## config.mk

```make
export PLATFORM = sky130hd
export DESIGN_NAME = gor_exerciser
export DESIGN_NICKNAME = d
export VERILOG_FILES = /design/src/rtl/gor_ex_pkg.sv /design/src/rtl/gor_ex_timer.sv /design/src/rtl/gor_exerciser.sv
export SDC_FILE = /design/constraint.sdc
export NUM_CORES = 1
export LEC_CHECK = 0
export CAP_MARGIN = 20
export CORE_MARGIN = 3
export CORE_UTILIZATION = 49
export CTS_BUF_LIST = sky130_fd_sc_hd__clkbuf_16
export DETAILED_ROUTE_END_ITERATION = 8
export PLACE_DENSITY = 0.72
export SETUP_SLACK_MARGIN = 0.3
export SYNTH_ARGS = -nofsm -noshare
export SYNTH_HDL_FRONTEND = slang
export SYNTH_HIERARCHICAL = 1
export SYNTH_SLANG_ARGS = --single-unit
```

## constraint.sdc

```tcl
create_clock -name clk -period 2.1 [get_ports clk]
set_input_delay 0.42 -clock clk [delete_from_list [all_inputs] [get_ports clk]]
set_output_delay 0.42 -clock clk [all_outputs]
set_load 0.02 [all_outputs]
```

## src/rtl/gor_ex_pkg.sv

```systemverilog
// gor_ex_pkg: shared types and constants for the gor_exerciser self-test block.
//   state_t    : sequencer state (IDLE, RUN, DONE)
//   NUM_VECS   : vectors per sweep of the 2-input gate
//   ERR_W      : width of the saturating mismatch counter
//   VEC_ORDER  : {a,b} drive order within one sweep
//   vec_at()   : table lookup by vector index
package gor_ex_pkg;

  typedef enum logic [1:0] {
    IDLE = 2'd0,
    RUN  = 2'd1,
    DONE = 2'd2
  } state_t;

  localparam int NUM_VECS = 4;
  localparam int ERR_W    = 4;

  localparam logic [1:0] VEC_ORDER [NUM_VECS] = '{2'b00, 2'b01, 2'b10, 2'b11};

  function automatic logic [1:0] vec_at(input logic [1:0] idx);
    return VEC_ORDER[idx];
  endfunction

endpackage

```

## src/rtl/gor_ex_timer.sv

```systemverilog
// gor_ex_timer: hold counter that paces how long each vector stays on the gate.
// Counts 0..HOLD_CYCLES-1 while en is high and wraps back to 0.
//   clk   : rising-edge clock
//   rst_n : synchronous active-low reset
//   clr   : synchronous clear to 0 (has priority over en)
//   en    : advance the count
//   last  : count is at HOLD_CYCLES-1 (final cycle of the current vector)
module gor_ex_timer #(
  parameter int HOLD_CYCLES = 4
) (
  input  logic clk,
  input  logic rst_n,
  input  logic clr,
  input  logic en,
  output logic last
);

  logic [7:0] cnt;

  assign last = (cnt == 8'(HOLD_CYCLES - 1));

  always_ff @(posedge clk) begin
    if (!rst_n) begin
      cnt <= 8'd0;
    end else if (clr) begin
      cnt <= 8'd0;
    end else if (en) begin
      cnt <= last ? 8'd0 : cnt + 8'd1;
    end
  end

endmodule

```

## src/rtl/gor_exerciser.sv

```systemverilog
// gor_exerciser: synthesizable stimulus-and-check sequencer for a 2-input OR gate.
// Sweeps {a,b} through 00,01,10,11 NUM_PASSES times, each vector held for
// HOLD_CYCLES cycles, and checks the gate output c against a|b on the last
// cycle of each vector.
//   clk        : rising-edge clock
//   rst_n      : synchronous active-low reset
//   start      : begin a run (honoured only in IDLE or DONE)
//   c          : gate output under test
//   a, b       : registered drive to the gate inputs
//   busy       : run in progress
//   done       : run finished; holds until next accepted start or reset
//   pass       : done with zero mismatches
//   err_count  : saturating mismatch count of the current/last run
//   first_fail : {a,b} of the first mismatch, 0 if none
module gor_exerciser
  import gor_ex_pkg::*;
#(
  parameter int HOLD_CYCLES = 4,
  parameter int NUM_PASSES  = 1
) (
  input  logic             clk,
  input  logic             rst_n,
  input  logic             start,
  input  logic             c,
  output logic             a,
  output logic             b,
  output logic             busy,
  output logic             done,
  output logic             pass,
  output logic [ERR_W-1:0] err_count,
  output logic [1:0]       first_fail
);

  localparam logic [ERR_W-1:0] ERR_MAX = '1;

  state_t     state, state_next;
  logic [1:0] vec_idx;
  logic [3:0] pass_cnt;
  logic       hold_last;
  logic       accept;
  logic       step;
  logic       finish;

  gor_ex_timer #(.HOLD_CYCLES(HOLD_CYCLES)) u_timer (
    .clk   (clk),
    .rst_n (rst_n),
    .clr   (accept),
    .en    (state == RUN),
    .last  (hold_last)
  );

  always_ff @(posedge clk) begin
    if (!rst_n) begin
      state <= IDLE;
    end else begin
      state <= state_next;
    end
  end

  // step: the edge that samples c and moves to the next vector.
  // finish: that edge is also the last one of the last pass.
  always_comb begin
    state_next = state;
    accept     = 1'b0;
    step       = 1'b0;
    finish     = 1'b0;
    case (state)
      IDLE, DONE: begin
        if (start) begin
          accept     = 1'b1;
          state_next = RUN;
        end
      end
      RUN: begin
        if (hold_last) begin
          step = 1'b1;
          if (vec_idx == 2'(NUM_VECS - 1) && pass_cnt == 4'(NUM_PASSES - 1)) begin
            finish     = 1'b1;
            state_next = DONE;
          end
        end
      end
      default: state_next = IDLE;
    endcase
  end

  // Status flags are registered from the next state so they line up with
  // the state register itself.
  always_ff @(posedge clk) begin
    if (!rst_n) begin
      busy <= 1'b0;
      done <= 1'b0;
    end else begin
      busy <= (state_next == RUN);
      done <= (state_next == DONE);
    end
  end

  always_ff @(posedge clk) begin
    if (!rst_n) begin
      {a, b}     <= 2'b00;
      vec_idx    <= 2'd0;
      pass_cnt   <= 4'd0;
      err_count  <= '0;
      first_fail <= 2'b00;
    end else if (accept) begin
      {a, b}     <= vec_at(2'd0);
      vec_idx    <= 2'd0;
      pass_cnt   <= 4'd0;
      err_count  <= '0;
      first_fail <= 2'b00;
    end else if (step) begin
      if (c != (a | b)) begin
        if (err_count != ERR_MAX) begin
          err_count <= err_count + 1'b1;
        end
        // A zero count means no mismatch has been seen yet in this run.
        if (err_count == '0) begin
          first_fail <= {a, b};
        end
      end
      vec_idx <= vec_idx + 2'd1;
      if (vec_idx == 2'(NUM_VECS - 1)) begin
        pass_cnt <= pass_cnt + 4'd1;
      end
      {a, b} <= finish ? 2'b00 : vec_at(vec_idx + 2'd1);
    end
  end

  assign pass = done && (err_count == '0);

endmodule
```

---- After elaboration in Yosys (flattened, before gate mapping) ----
Index checks and enable logic that the tools add are counted.
W data, S select, Z words.
operators by class
  add/subtract/negate cells ............... 4
  multiply operators ...................... 0
  divide/modulo/power cells ............... 0
  magnitude comparators ................... 1
  equality and inequality tests ........... 8
  shifts and indexed selects .............. 0
  multiplexer cells ....................... 16
  bitwise operators ....................... 3
  reductions and logical operators ........ 10
operator list
  operator               count
  $mux W2                6
  $add A4 B1 Y4 const B  2
  $add A8 B1 Y8 const B  1
  $eq A8 B2 Y1 const B   1
  $logic_not A4 Y1       2
  $mux W8                1
  $mux W1                7
  $eq A2 B2 Y1 const B   3
  $reduce_and A3 Y1      2
  $bmux W2 S2            1
  $eq A2 B1 Y1 const B   2
  $ne A4 B4 Y1 const B   1
  $pmux W2 S2            1
  $reduce_or A2 Y1       2
  $ge A3 B3 Y1 const B   1
  $not A2 Y3             1
  $add A2 B1 Y2 const B  1
  $logic_and A1 B1 Y1    2
  $logic_not A2 Y1       1
  $reduce_and A2 Y1      1
  $ne A1 B1 Y1           1
  $not A1 Y1             1
  $or A1 B1 Y1           1
storage, ports and cells
  register bits after elaboration ......... 26
  bits in latches ......................... 0
  memory bits (writable) .................. 0
  memory bits (read-only) ................. 0
  output and inout port bits .............. 11
  memories kept ........................... 0

---- Logic depth before layout (Yosys ltp) ----
Gate-level depths: netlist of the first run.
  depth after elaboration ................. 6
  gate-level depth with buffers ........... 6
  gate-level depth less buffers ........... 5

---- Hierarchy ----
Netlist of the first run, hierarchy kept.
by module, submodules not included
  module         times used  cells an instance  area each (sq um)  seq. area each (sq um)
  gor_exerciser  1           108                932.1              360.3
  gor_ex_timer   1           45                 416.6              160.2

---- Worst setup path after synthesis of the first run ----
Ideal clock, no wire load.
  kind .................................... register -> register
  start ................................... reg u_timer.cnt[3]
  end ..................................... reg err_count[0]
  setup time .............................. 0.072 ns
  arrival ................................. 2.036 ns
  path slack .............................. -0.007 ns
  stages on the path, launching flop included .. 7
  cells stage by stage .................... dfxtp_1 -> or4_4 -> nor4b_2 -> and3b_1 -> clkbuf_2 -> and4_1 -> mux2i_1
on the way
  word-level cells in the longest chain between the ends .. 4
RTL lines
  element                             RTL line              text
  start: declaration                  gor_ex_timer.sv:18    logic [7:0] cnt;
  start signal: assignment            gor_ex_timer.sv:28    cnt <= last ? 8'd0 : cnt + 8'd1;
  $eq A8 B2 Y1                        gor_ex_timer.sv:20    assign last = (cnt == 8'(HOLD_CYCLES - 1));
  via hold_last                       gor_exerciser.sv:39   logic hold_last;
  $mux W1                             gor_exerciser.sv:75   if (hold_last) begin
  $mux W1                             gor_exerciser.sv:67   case (state)
  $reduce_and A3 Y1 (no source line)  --
  end signal: assignment              gor_exerciser.sv:115  err_count <= err_count + 1'b1;
  end: declaration                    gor_exerciser.sv:30   output logic [ERR_W-1:0] err_count,
The timed path passes the listed nets, and every way through them passes these cells.
A chain may end at the register's enable or synchronous reset.

---- Worst setup path in the final report of the first run ----
  start ................................... reg u_timer.cnt[7]
  end ..................................... reg err_count[3]
Same word-level chain as after synthesis.

==> results of run 1 <==
-- report_power, final --
group | internal (mW) | switching (mW)
clock network | 0.252 | 0.162
logic | 0.0277 | 0.0352
registers | 0.498 | 0.00638
-- layout make-up --
| cell class | instances | area share, % |
|---|---|---|
| clock buffers | 3 | 4.129 |
| flip-flops and latches | 26 | 28.84 |
| repair buffers | 31 | 15.76 |
| multi-input cells | 110 | 46.73 |
| well taps | 30 | 2.065 |
| inverters | 12 | 2.478 |
-- worst min-delay path: cells and delay by family (launching register included) --
family / cells / cell delay [ns]
multiplexers: 1 / 0.06
flip-flops: 1 / 0.32
AND/OR/NAND/NOR: 1 / 0.06
-- final timing paths --
path	startpoint	end	slack, ns	cells past startpoint
worst max-delay path	u_timer/cnt[7]$_SDFFE_PP0P_	err_count[3]$_SDFFE_PP0P_	-0.007	6
worst min-delay path	first_fail[1]$_SDFFE_PP0P_	first_fail[1]$_SDFFE_PP0P_	0.48	2
worst max register to register	u_timer/cnt[7]$_SDFFE_PP0P_	err_count[3]$_SDFFE_PP0P_	-0.007	6
worst min register to register	first_fail[1]$_SDFFE_PP0P_	first_fail[1]$_SDFFE_PP0P_	0.48	2
-- sequential cells by signal, summed over array words and instances (netlist names) --
name         cells
done             1
a                1
vec_idx          2
b                1
pass_cnt         4
state            2
busy             1
err_count        4
u_timer/cnt      8
first_fail       2
-- synth_stat cells, types with 4 or more instances --
| cell type | n | share of area (%) |
|---|---|---|
| nand4_1 | 4 | 1.9 |
| nand2_1 | 11 | 3.1 |
| ha_1 | 8 | 7.4 |
| o21ai_0 | 7 | 2.6 |
| nand2b_1 | 4 | 1.9 |
| dfxtp_1 | 26 | 39 |
| mux2i_1 | 5 | 3.7 |
| nand3_1 | 15 | 5.6 |
| a21oi_1 | 12 | 4.5 |
| or3_1 | 6 | 2.8 |
| inv_1 | 12 | 3.3 |
| nor2_1 | 6 | 1.7 |
-- metrics by stage --
step                      util [%]  hold slack (ns)  setup WS (ns)   TNS (ns)  area (µm²)
after floorplan                  -           0.4492         0.1680          0        1370
after global placement       62.24           0.4549         0.1303          0        1584
after detailed placement     62.24           0.4688        0.07662          0        1584
after CTS                    68.24           0.4773        0.09047          0        1737
after global routing         71.44           0.5004        -0.1010    -0.1799        1818
final                        71.44           0.4793      -0.006834  -0.006834        1818
-- cells by family after synthesis --
group / Yosys count
buffers and inverters: 17
xor gates and xnor gates: 3
DFF: 26
and+or+nand+nor: 62
muxes: 5
AOI/OAI and AO/OA: 32
adders and majority gates: 8
-- layer usage --
layer | GRT usage (%) | wire [µm]
met1 | 23.65 | 1429
met2 | 29.67 | 1441
met3 | 4.825 | 108
met4 | 6.623 | 42
met5 | 0 | 0
-- timing repair --
action | in CTS | in global routing
setup buffers | 5 | 3
setup endpoints to repair | 19 | 23
pin swaps | 10 | 8
gates resized for setup | 16 | 18
==> impl_summary.log, run 1 <==
[metrics] result of the run: finished, violations left
[metrics] failing checks: negative setup slack
[metrics] final antenna diode count: 0
[metrics] flop and latch count out of synthesis: 26
[metrics] via count of the first global-routing pass: between 1000 and 1500
[metrics] Detailed Route WL: 3021 µm
[metrics] synthesized netlist net count: about 170
[metrics] crit share post-route: 100.3%
[metrics] clock slew seen by the registers of the worst setup and hold paths: 0.06 ns
[metrics] worst min path class: reg2reg
[metrics] TritonCTS clock tree: done
[metrics] first-pass iteration count of the detailed router: 4
[metrics] unrepaired setup endpoints after global routing: true
[metrics] prevailing post-synth register cell: dfxtp_1
[metrics] post-route DRC violation count: 0
[metrics] category of cells accounting for the largest share of critical-path delay: simple AND/OR/NAND/NOR gates
[metrics] power density normalized to cell area: 540.0 nW/µm²
[metrics] total design power: about 0.98 mW
[metrics] critical setup path kind: reg2reg
[metrics] number of buffers inserted by port buffering: 14
[metrics] leftover overflow at the end of global routing: 0
[metrics] number of vias after detailed routing: 1231
[metrics] P&R area growth vs syn: 34.79%
[metrics] pin count of the biggest net entering global routing: 14
[metrics] post-synthesis simple-gate area fraction: 26.81%
[metrics] final weighted congestion in routability-driven placement: ~0.93
[metrics] Root Buffer Master: clkbuf_16
[metrics] maximum level of the CTS H-tree: 1
[metrics] core outline area: 2545 µm²
[metrics] width of the chip: 58.47 µm
[metrics] Final Max Slew Viols: 0
[metrics] main combinational cell family by area after synthesis: simple AND/OR/NAND/NOR gates
[metrics] routed len/inst: 14.25 µm
[metrics] final std cells w/o fill: 212
[metrics] global-route wire length before repair: 4947 µm
[metrics] Critical path buffers and inverters: 1
[metrics] Max rail drop VDD: roughly 0.8 mV
[metrics] area share of fa/ha/maj cells after synthesis: 7.421%
[metrics] die height: 58.47 µm
[metrics] Setup crit end kind: flip-flop
[metrics] required time of the critical path: 2.23 ns
[metrics] Compound-Gate Fraction of Synth Area: 16.51%
[metrics] Critical Path, Cell by Cell: or4_4, nor4b_4, nand3b_1, buf_4, a2111oi_4, nor3_1
[metrics] Iter 0 DRT Violations: 61
[metrics] share of cells above drive strength 1: 23.63%
[metrics] most common library cell in the layout ignoring fill and taps: dfxtp_1
[metrics] estimated wirelength of the detail-placed design: 2000 µm
[metrics] antenna violations before repair: 0
[metrics] Clock Skews: 0.002229 ns
[metrics] Die Outline Area: ~3400 µm²
[metrics] Data arrival, critical path: about 2.2 ns
[metrics] IO Pins: 15
[metrics] max-cap violation count: 0
[metrics] clock buffers created by TritonCTS: 3
[metrics] area of combinational cells with multiple inputs: 849.6 µm²
[metrics] effective utilization at floorplan: a little over half
[metrics] maximum root-to-sink buffer count: 2
[metrics] residual antenna-violating net count after detailed routing: 0
[metrics] startpoint type of the worst setup path: flip-flop
[metrics] fin worst setup slack: -0.006834 ns
[metrics] transition at the pin with the smallest max-transition slack: ~0.39 ns
[metrics] number of failing hold endpoints at the final stage: 0
[metrics] number of placed instances with taps included: 201
[metrics] number of hold buffers added after CTS: 0
[metrics] Relative slew margins: 73.82%
[metrics] Storage cell area: 524.3 µm²
[metrics] post-detailed-route via-to-cell ratio: between 5 and 6
[metrics] number of rows in the core area: 18
[metrics] post-synthesis async set-or-reset flop share: 0%
[metrics] Achievable Freq: between 0.4 and 0.5 GHz
[metrics] proportion of synthesized chip area in sequential cells: 38.59%
[metrics] fill cell count: 182
[metrics] number of clock sinks: 26
[metrics] Critical-path top delay cell: or4_4
[metrics] number of endpoints failing setup at the final stage: 1
[metrics] most frequent cells in the layout: 23 x dfxtp_1, 15 x buf_4, 14 x nand3_1
[metrics] Tot GR Track Use: 18.42%
[metrics] critical path's largest stage delay: 0.56 ns
[metrics] post-synthesis mux area share: between 3 and 4%
[metrics] distinct cell type count after synthesis: 41
[metrics] Synth Warn #: 6
[metrics] Leakage Power: 0.7004 nW
[metrics] Worst-Skew Late Latency: between 0.2 and 0.3 ns
[metrics] syn_area_per_cell: 8.816 µm²
[metrics] count of nets after finishing: about 200
[metrics] cell count after synthesis: 153
[metrics] summed instance area of the synthesized netlist: 1349 µm²
[metrics] maximum fanout along the worst path: 4
[metrics] number of enable-type register cells in the synthesized netlist: 0
[metrics] Period minus WS final: 2.107 ns
[metrics] XOR/XNOR Fraction of Synth Area: 1.948%
Power figures use the tool's default switching activity.
==> inputs of run 2 (changes only) <==
CORE_MARGIN = 2   (was 3)
PLACE_DENSITY = 0.74   (was 0.72)
==> run 2 against run 1 <==
- the run now ends clean
- global-route usage grew 3.7 points
- cell count is 1.4% higher
- sequential share of layout area fell by 0.71 points
- clock power is 2% higher
- register-to-register slack better by 0.04 ns
- routed wire length increased by 17%
- critical path type unchanged
==> impl_summary.log, run 2 (synthesis results as in run 1) <==
[metrics] total design power: 0.9918 mW (+1.0%)
[metrics] Critical-path top delay cell: or4_4
[metrics] Setup crit end kind: flip-flop
[metrics] final antenna diode count: 0 (unchanged)
[metrics] number of buffers inserted by port buffering: 14 (unchanged)
[metrics] final weighted congestion in routability-driven placement: 0.8372 (-10%)
[metrics] clock buffers created by TritonCTS: 3 (unchanged)
[metrics] residual antenna-violating net count after detailed routing: 0 (unchanged)
[metrics] startpoint type of the worst setup path: flip-flop
[metrics] pin count of the biggest net entering global routing: 14 (unchanged)
[metrics] utilization of the core after routing: 69.54% (-1.9 points)
[metrics] Critical path buffers and inverters: 0 (-1)
[metrics] critical path's largest stage delay: 0.55 ns (about the same)
[metrics] Placement Setup Slack: 0.01886 ns (-0.05776 ns)
[metrics] IO Pins: 15 (unchanged)
[metrics] clock slew seen by the registers of the worst setup and hold paths: 0.06 ns (about the same)
[metrics] instance area at placement: 1593 µm² (+0.55%)
[metrics] maximum level of the CTS H-tree: 1 (unchanged)
[metrics] width of the chip: 56.47 µm (-3.4%)
[metrics] fill cell count: 186 (+2.2%)
[metrics] number of flip-flops in the largest register: 8 (unchanged)
[metrics] timing startpoint of the critical path: u_timer/cnt[7]$_SDFFE_PP0P_
[metrics] post-route DRC violation count: 0 (unchanged)
[metrics] transition at the pin with the smallest max-transition slack: 0.4500 ns (+0.05807 ns)
[metrics] effective utilization at floorplan: 50.21% (-2.8 points)
[metrics] count of nets after finishing: 198 (+1.0%)
[metrics] Die Outline Area: 3188 µm² (-6.7%)
[metrics] most common library cell in the layout ignoring fill and taps: dfxtp_1
[metrics] most frequent cells in the layout: 22 x dfxtp_1, 16 x buf_4, 14 x nand3_1
[metrics] Critical Path, Cell by Cell: or4_4, nor4b_4, nand3b_1, a211oi_2, mux2i_1
[metrics] Final Max Slew Viols: 0 (unchanged)
[metrics] post-detailed-route via-to-cell ratio: 5.823 (+0.29%)
[metrics] Iter 0 DRT Violations: 43 (-30%)
[metrics] category of cells accounting for the largest share of critical-path delay: simple AND/OR/NAND/NOR gates
[metrics] Levels on crit path: 5 (-1)
[metrics] via count of the first global-routing pass: 1281 (+9.9%)
[metrics] result of the run: finished clean
[metrics] antenna violations before repair: 0 (unchanged)
[metrics] R2R setup slack: 0.03 ns (+0.04 ns)
[metrics] fin worst setup slack: 0.03194 ns (+0.03878 ns)
[metrics] crit share post-route: 98.48% (-1.8 points)
[metrics] Final Instance Area: 1868 µm² (+2.8%)
[metrics] number of clock sinks: 26 (unchanged)
[metrics] largest register by flop count: u_timer/cnt
[metrics] maximum fanout along the worst path: 4 (unchanged)
[metrics] Detailed Route WL: 3543 µm (+17%)
[metrics] depth of the worst register-to-register path: 5 (-1)
[metrics] number of hold buffers added after CTS: 0 (unchanged)
[metrics] number of vias after detailed routing: 1252 (+1.7%)
[metrics] Achievable Freq: 0.4835 GHz (+1.9%)
[metrics] number of rows in the core area: 19 (+1)
[metrics] Worst-Skew Late Latency: 0.26 ns (about the same)
[metrics] end point of the critical path: first_fail[1]$_SDFFE_PP0P_
[metrics] required time of the critical path: 2.29 ns (+0.06 ns)
[metrics] core outline area: 2686 µm² (+5.6%)
[metrics] P&R area growth vs syn: 38.50%
[metrics] critical setup path kind: reg2reg
[metrics] unrepaired setup endpoints after global routing: true
[metrics] Leakage Power: 0.6964 nW (-0.57%)
[metrics] die height: 56.47 µm (-3.4%)
[metrics] worst min path class: reg2reg
[metrics] Period minus WS final: 2.068 ns (-0.03878 ns)
[metrics] endpoint of the lowest-slack register-to-register path: first_fail[1]$_SDFFE_PP0P_
[metrics] share of cells above drive strength 1: 30.43% (+6.8 points)
[metrics] Data arrival, critical path: 2.26 ns (+0.03 ns)
[metrics] Root Buffer Master: clkbuf_16
[metrics] maximum root-to-sink buffer count: 2 (unchanged)
[metrics] estimated wirelength of the detail-placed design: 2327 µm (+16%)
[metrics] number of failing hold endpoints at the final stage: 0 (unchanged)
[metrics] Hold WS: 0.4673 ns (-0.01200 ns)
[metrics] power density normalized to cell area: 530.9 nW/µm² (-1.7%)
[metrics] Tot GR Track Use: 22.13% (+3.7 points)
[metrics] TritonCTS clock tree: done
[metrics] max-cap violation count: 0 (unchanged)
[metrics] launching point of the worst reg2reg path: u_timer/cnt[7]$_SDFFE_PP0P_
[metrics] global-route wire length before repair: 5602 µm (+13%)
[metrics] registers with the most flip-flops: u_timer/cnt: 8 flops, err_count: 4 flops, pass_cnt: 4 flops
[metrics] Relative slew margins: 69.68% (-4.1 points)
[metrics] leftover overflow at the end of global routing: 0 (unchanged)
[metrics] first-pass iteration count of the detailed router: 4 (unchanged)
[metrics] Max rail drop VDD: 0.4663 mV (-43%)
[metrics] Clock Skews: 0.001314 ns (-0.0009149 ns)
[metrics] number of endpoints failing setup at the final stage: 0 (-1)
[metrics] routed len/inst: 16.48 µm (+16%)
[run 2: report_power, final]
group          switching (mW)  leakage (nW)  total, mW  internal (mW)
clock network           0.171        0.0370      0.423          0.253
logic                  0.0373         0.447     0.0644         0.0270
registers             0.00633         0.212      0.504          0.498
total                   0.214         0.696      0.992          0.778
[run 2: timing repair]
action | 4_1_cts | 5_1_grt
endpoints found under the setup margin | 19 | 21
buffers inserted | 4 | 5
pin swaps | 9 | 7
gates resized for setup | 16 | 30
hold endpoints to repair | 0 | 0
[run 2: metal layers]
layer,vias to the layer above,global-route usage (%),share of wire (%)
met1,609,25.73,42
met4,0,8.844,1.7
met2,24,40.03,54
met3,7,3.456,2.8
met5,-,0,0
li1,612,-,-
[run 2: metrics by stage]
stage / std cells / TNS, ns
floorplan: 153 / 0
global placement: 203 / 0
detailed placement: 203 / 0
CTS: 210 / 0
global route: 215 / -0.03237
finish: 215 / 0
[run 2: area by class of cell]
cell class	count	area (µm²)	area share (%)
Multi-Input combinational cell	110	880.8	47.15
Clock buffer	3	75.07	4.019
Inverter	12	45.04	2.411
Timing Repair Buffer	33	302.8	16.21
Sequential cell	26	525.5	28.13
Tap cell	31	38.79	2.076
[run 2: how the worst min path moves through the flow]
| stage | cells past startpoint | endpoint | startpoint | slack (ns) |
|---|---|---|---|---|
| 2_1_floorplan | 2 | vec_idx[0]$_SDFFE_PP0P_ | vec_idx[0]$_SDFFE_PP0P_ | 0.45 |
| 3_3_place_gp | 2 | first_fail[0]$_SDFFE_PP0P_ | first_fail[0]$_SDFFE_PP0P_ | 0.46 |
| 3_5_place_dp | 2 | first_fail[0]$_SDFFE_PP0P_ | first_fail[0]$_SDFFE_PP0P_ | 0.46 |
| 4_1_cts | 2 | first_fail[0]$_SDFFE_PP0P_ | first_fail[0]$_SDFFE_PP0P_ | 0.47 |
| 5_1_grt | 2 | first_fail[0]$_SDFFE_PP0P_ | first_fail[0]$_SDFFE_PP0P_ | 0.50 |
| 6_report | 2 | first_fail[0]$_SDFFE_PP0P_ | first_fail[0]$_SDFFE_PP0P_ | 0.47 |
[run 2: tightest hold or removal path: cells and delay by family, from the launching register on]
kind / cells / cell delay (ns)
and+or+nand+nor: 1 / 0.06
DFF: 1 / 0.31
muxes: 1 / 0.05
==> inputs of run 3 (changes only) <==
REMOVE_ABC_BUFFERS = 1   (was unset)
==> run 3 against run 2 <==
- hold slack better by 0.033 ns
- largest cell class unchanged
- die area stayed put
- total power is 13% higher
==> impl_summary.log, run 3 (synthesis results as in run 1) <==
[metrics] leftover overflow at the end of global routing: 0 (unchanged)
[metrics] Critical-path top delay cell: or4_4
[metrics] final antenna diode count: 0 (unchanged)
[metrics] number of clock sinks: 26 (unchanged)
[metrics] critical setup path kind: reg2reg
[metrics] unrepaired setup endpoints after global routing: true
[metrics] launching point of the worst reg2reg path: u_timer/cnt[3]$_SDFFE_PP0P_
[metrics] count of nets after finishing: 197 (-0.51%)
[metrics] global-route wire length before repair: 5361 µm (-4.3%)
[metrics] number of failing hold endpoints at the final stage: 0 (unchanged)
[metrics] crit share post-route: 94.47% (-4.0 points)
[metrics] registers with the most flip-flops: u_timer/cnt: 8 flops, err_count: 4 flops, pass_cnt: 4 flops
[metrics] Leakage Power: 0.6647 nW (-4.6%)
[metrics] maximum fanout along the worst path: 4 (unchanged)
[metrics] maximum root-to-sink buffer count: 2 (unchanged)
[metrics] Critical path buffers and inverters: 0 (unchanged)
[metrics] estimated wirelength of the detail-placed design: 2218 µm (-4.7%)
[metrics] Detailed Route WL: 3326 µm (-6.1%)
[metrics] post-route DRC violation count: 0 (unchanged)
[metrics] number of hold buffers added after CTS: 0 (unchanged)
[metrics] clock slew seen by the registers of the worst setup and hold paths: 0.07 ns (about the same)
[metrics] hold depth: 2 (unchanged)
[metrics] Levels on crit path: 5 (unchanged)
[metrics] Achievable Freq: 0.5041 GHz (+4.2%)
[metrics] number of vias after detailed routing: 1261 (+0.72%)
[metrics] residual antenna-violating net count after detailed routing: 0 (unchanged)
[metrics] pin count of the biggest net entering global routing: 16 (+2)
[metrics] most common library cell in the layout ignoring fill and taps: dfxtp_1
[metrics] number of placed instances with taps included: 207 (+2.0%)
[metrics] Storage cell area: 523.0 µm² (-0.48%)
[metrics] number of rows in the core area: 19 (unchanged)
[metrics] area of combinational cells with multiple inputs: 825.8 µm² (-6.3%)
[metrics] Root Buffer Master: clkbuf_16
[metrics] Period minus WS final: 1.984 ns (-0.08418 ns)
[metrics] Die Outline Area: 3188 µm² (unchanged)
[metrics] startpoint type of the worst setup path: flip-flop
[metrics] number of flip-flops in the largest register: 8 (unchanged)
[metrics] Setup crit end kind: flip-flop
[metrics] IO Pins: 15 (unchanged)
[metrics] fill cell count: 196 (+5.4%)
[metrics] Worst-Skew Late Latency: 0.26 ns (about the same)
[metrics] endpoint of the lowest-slack register-to-register path: first_fail[1]$_SDFFE_PP0P_
[metrics] Clock Skews: 0.006509 ns (+0.005195 ns)
[metrics] timing startpoint of the critical path: u_timer/cnt[3]$_SDFFE_PP0P_
[metrics] first-pass iteration count of the detailed router: 5 (+1)
[metrics] most frequent cells in the layout: 24 x dfxtp_1, 18 x buf_4, 15 x nand3_1
[metrics] maximum level of the CTS H-tree: 1 (unchanged)
[metrics] end point of the critical path: first_fail[1]$_SDFFE_PP0P_
[metrics] number of buffers inserted by port buffering: 14 (unchanged)
[metrics] final weighted congestion in routability-driven placement: 0.7955 (-5.0%)
[metrics] Max rail drop VDD: 0.4088 mV (-12%)
[metrics] final std cells w/o fill: 215 (unchanged)
[metrics] critical path's largest stage delay: 0.55 ns (about the same)
[metrics] number of endpoints failing setup at the final stage: 0 (unchanged)
[metrics] max-cap violation count: 0 (unchanged)
[metrics] total negative slack: 0 ns (unchanged)
[metrics] depth of the worst register-to-register path: 5 (unchanged)
[metrics] category of cells accounting for the largest share of critical-path delay: simple AND/OR/NAND/NOR gates
[metrics] TritonCTS clock tree: done
[metrics] R2R setup slack: 0.12 ns (+0.08 ns)
[metrics] worst min path class: reg2reg
[metrics] routed len/inst: 15.47 µm (-6.1%)
[metrics] core outline area: 2686 µm² (unchanged)
[metrics] instance area at placement: 1610 µm² (+1.1%)
[metrics] Relative slew margins: 68.39% (-1.3 points)
[metrics] effective utilization at floorplan: 50.21% (unchanged)
[metrics] Final Max Slew Viols: 0 (unchanged)
[metrics] Data arrival, critical path: 2.17 ns (-0.09 ns)
[metrics] Tot GR Track Use: 21.51% (-0.62 points)
[metrics] Final Instance Area: 1817 µm² (-2.7%)
[metrics] share of cells above drive strength 1: 22.83% (-7.6 points)
[metrics] Critical Path, Cell by Cell: or4_4, nor4b_4, nand3b_1, a211oi_2, mux2i_1
[metrics] required time of the critical path: 2.28 ns (about the same)
[metrics] power density normalized to cell area: 619.2 nW/µm² (+17%)
[metrics] transition at the pin with the smallest max-transition slack: 0.4726 ns (+0.02259 ns)
[metrics] via count of the first global-routing pass: 1199 (-6.4%)
[metrics] largest register by flop count: u_timer/cnt
[metrics] result of the run: finished clean
[metrics] clock buffers created by TritonCTS: 3 (unchanged)
[metrics] P&R area growth vs syn: 34.69%
[metrics] die height: 56.47 µm (unchanged)
[metrics] Hold WS: 0.5006 ns (+0.03331 ns)
[metrics] antenna violations before repair: 0 (unchanged)
[metrics] Iter 0 DRT Violations: 46 (+7.0%)
[metrics] width of the chip: 56.47 µm (unchanged)
[metrics] post-detailed-route via-to-cell ratio: 5.865 (+0.72%)
-- run 3: worst min path at each step --
stage	slack, ns	from	endpoint
4_1_cts	0.49	first_fail[1]$_SDFFE_PP0P_	first_fail[1]$_SDFFE_PP0P_
5_1_grt	0.52	first_fail[1]$_SDFFE_PP0P_	first_fail[1]$_SDFFE_PP0P_
6_report	0.50	pass_cnt[3]$_SDFFE_PP0P_	pass_cnt[3]$_SDFFE_PP0P_
3_5_place_dp	0.48	vec_idx[0]$_SDFFE_PP0P_	vec_idx[0]$_SDFFE_PP0P_
2_1_floorplan	0.45	vec_idx[0]$_SDFFE_PP0P_	vec_idx[0]$_SDFFE_PP0P_
3_3_place_gp	0.47	u_timer/cnt[7]$_SDFFE_PP0P_	u_timer/cnt[7]$_SDFFE_PP0P_
-- run 3: timing repair --
| item | 4_1_cts | 5_1_grt |
|---|---|---|
| buffers inserted | 2 | 2 |
| pin swaps | 9 | 8 |
| endpoints found under the setup margin | 19 | 20 |
| resized for setup | 14 | 13 |
-- run 3: report_power, final --
part	total, mW	leakage [nW]	switching, mW	internal (mW)
registers	0.503	0.211	0.00488	0.498
clock network	0.558	0.0511	0.178	0.379
logic	0.0646	0.402	0.0375	0.0271
total	1.12	0.665	0.221	0.904
-- run 3: area by class of cell --
cell class	count	area share (%)
Tap cell	31	2.135
Multi-Input combinational cell	110	45.45
Clock buffer	3	4.132
Sequential cell	26	28.79
Timing Repair Buffer	32	15.36
Clock inverter	1	1.653
Inverter	12	2.479
-- run 3: worst register-to-register path: cells and delay by family (launching register included) --
kind             cells  cell delay (ns)
AND/OR/NAND/NOR      3             1.09
AO/OA/AOI/OAI        1             0.28
flip-flops           1             0.31
multiplexers         1             0.23
-- run 3: metal layers --
| layer | GRT usage [%] | up-vias | part of all wire (%) |
|---|---|---|---|
| li1 | - | 613 | - |
| met1 | 26.59 | 599 | 42 |
| met2 | 37.04 | 45 | 52 |
| met3 | 3.456 | 4 | 4.7 |
| met4 | 8.503 | 0 | 1.4 |
| met5 | 0 | - | 0 |
-- run 3: stage by stage --
stage	power (mW)	util, %	worst slack (ns)
after floorplan	0.5447	-	0.001327
after global placement	0.5712	59.94	0.0007667
after detailed placement	0.5728	59.94	-0.01396
after CTS	1.126	65.77	0.1435
after global routing	1.151	67.63	0.02556
final	1.125	67.63	0.1161
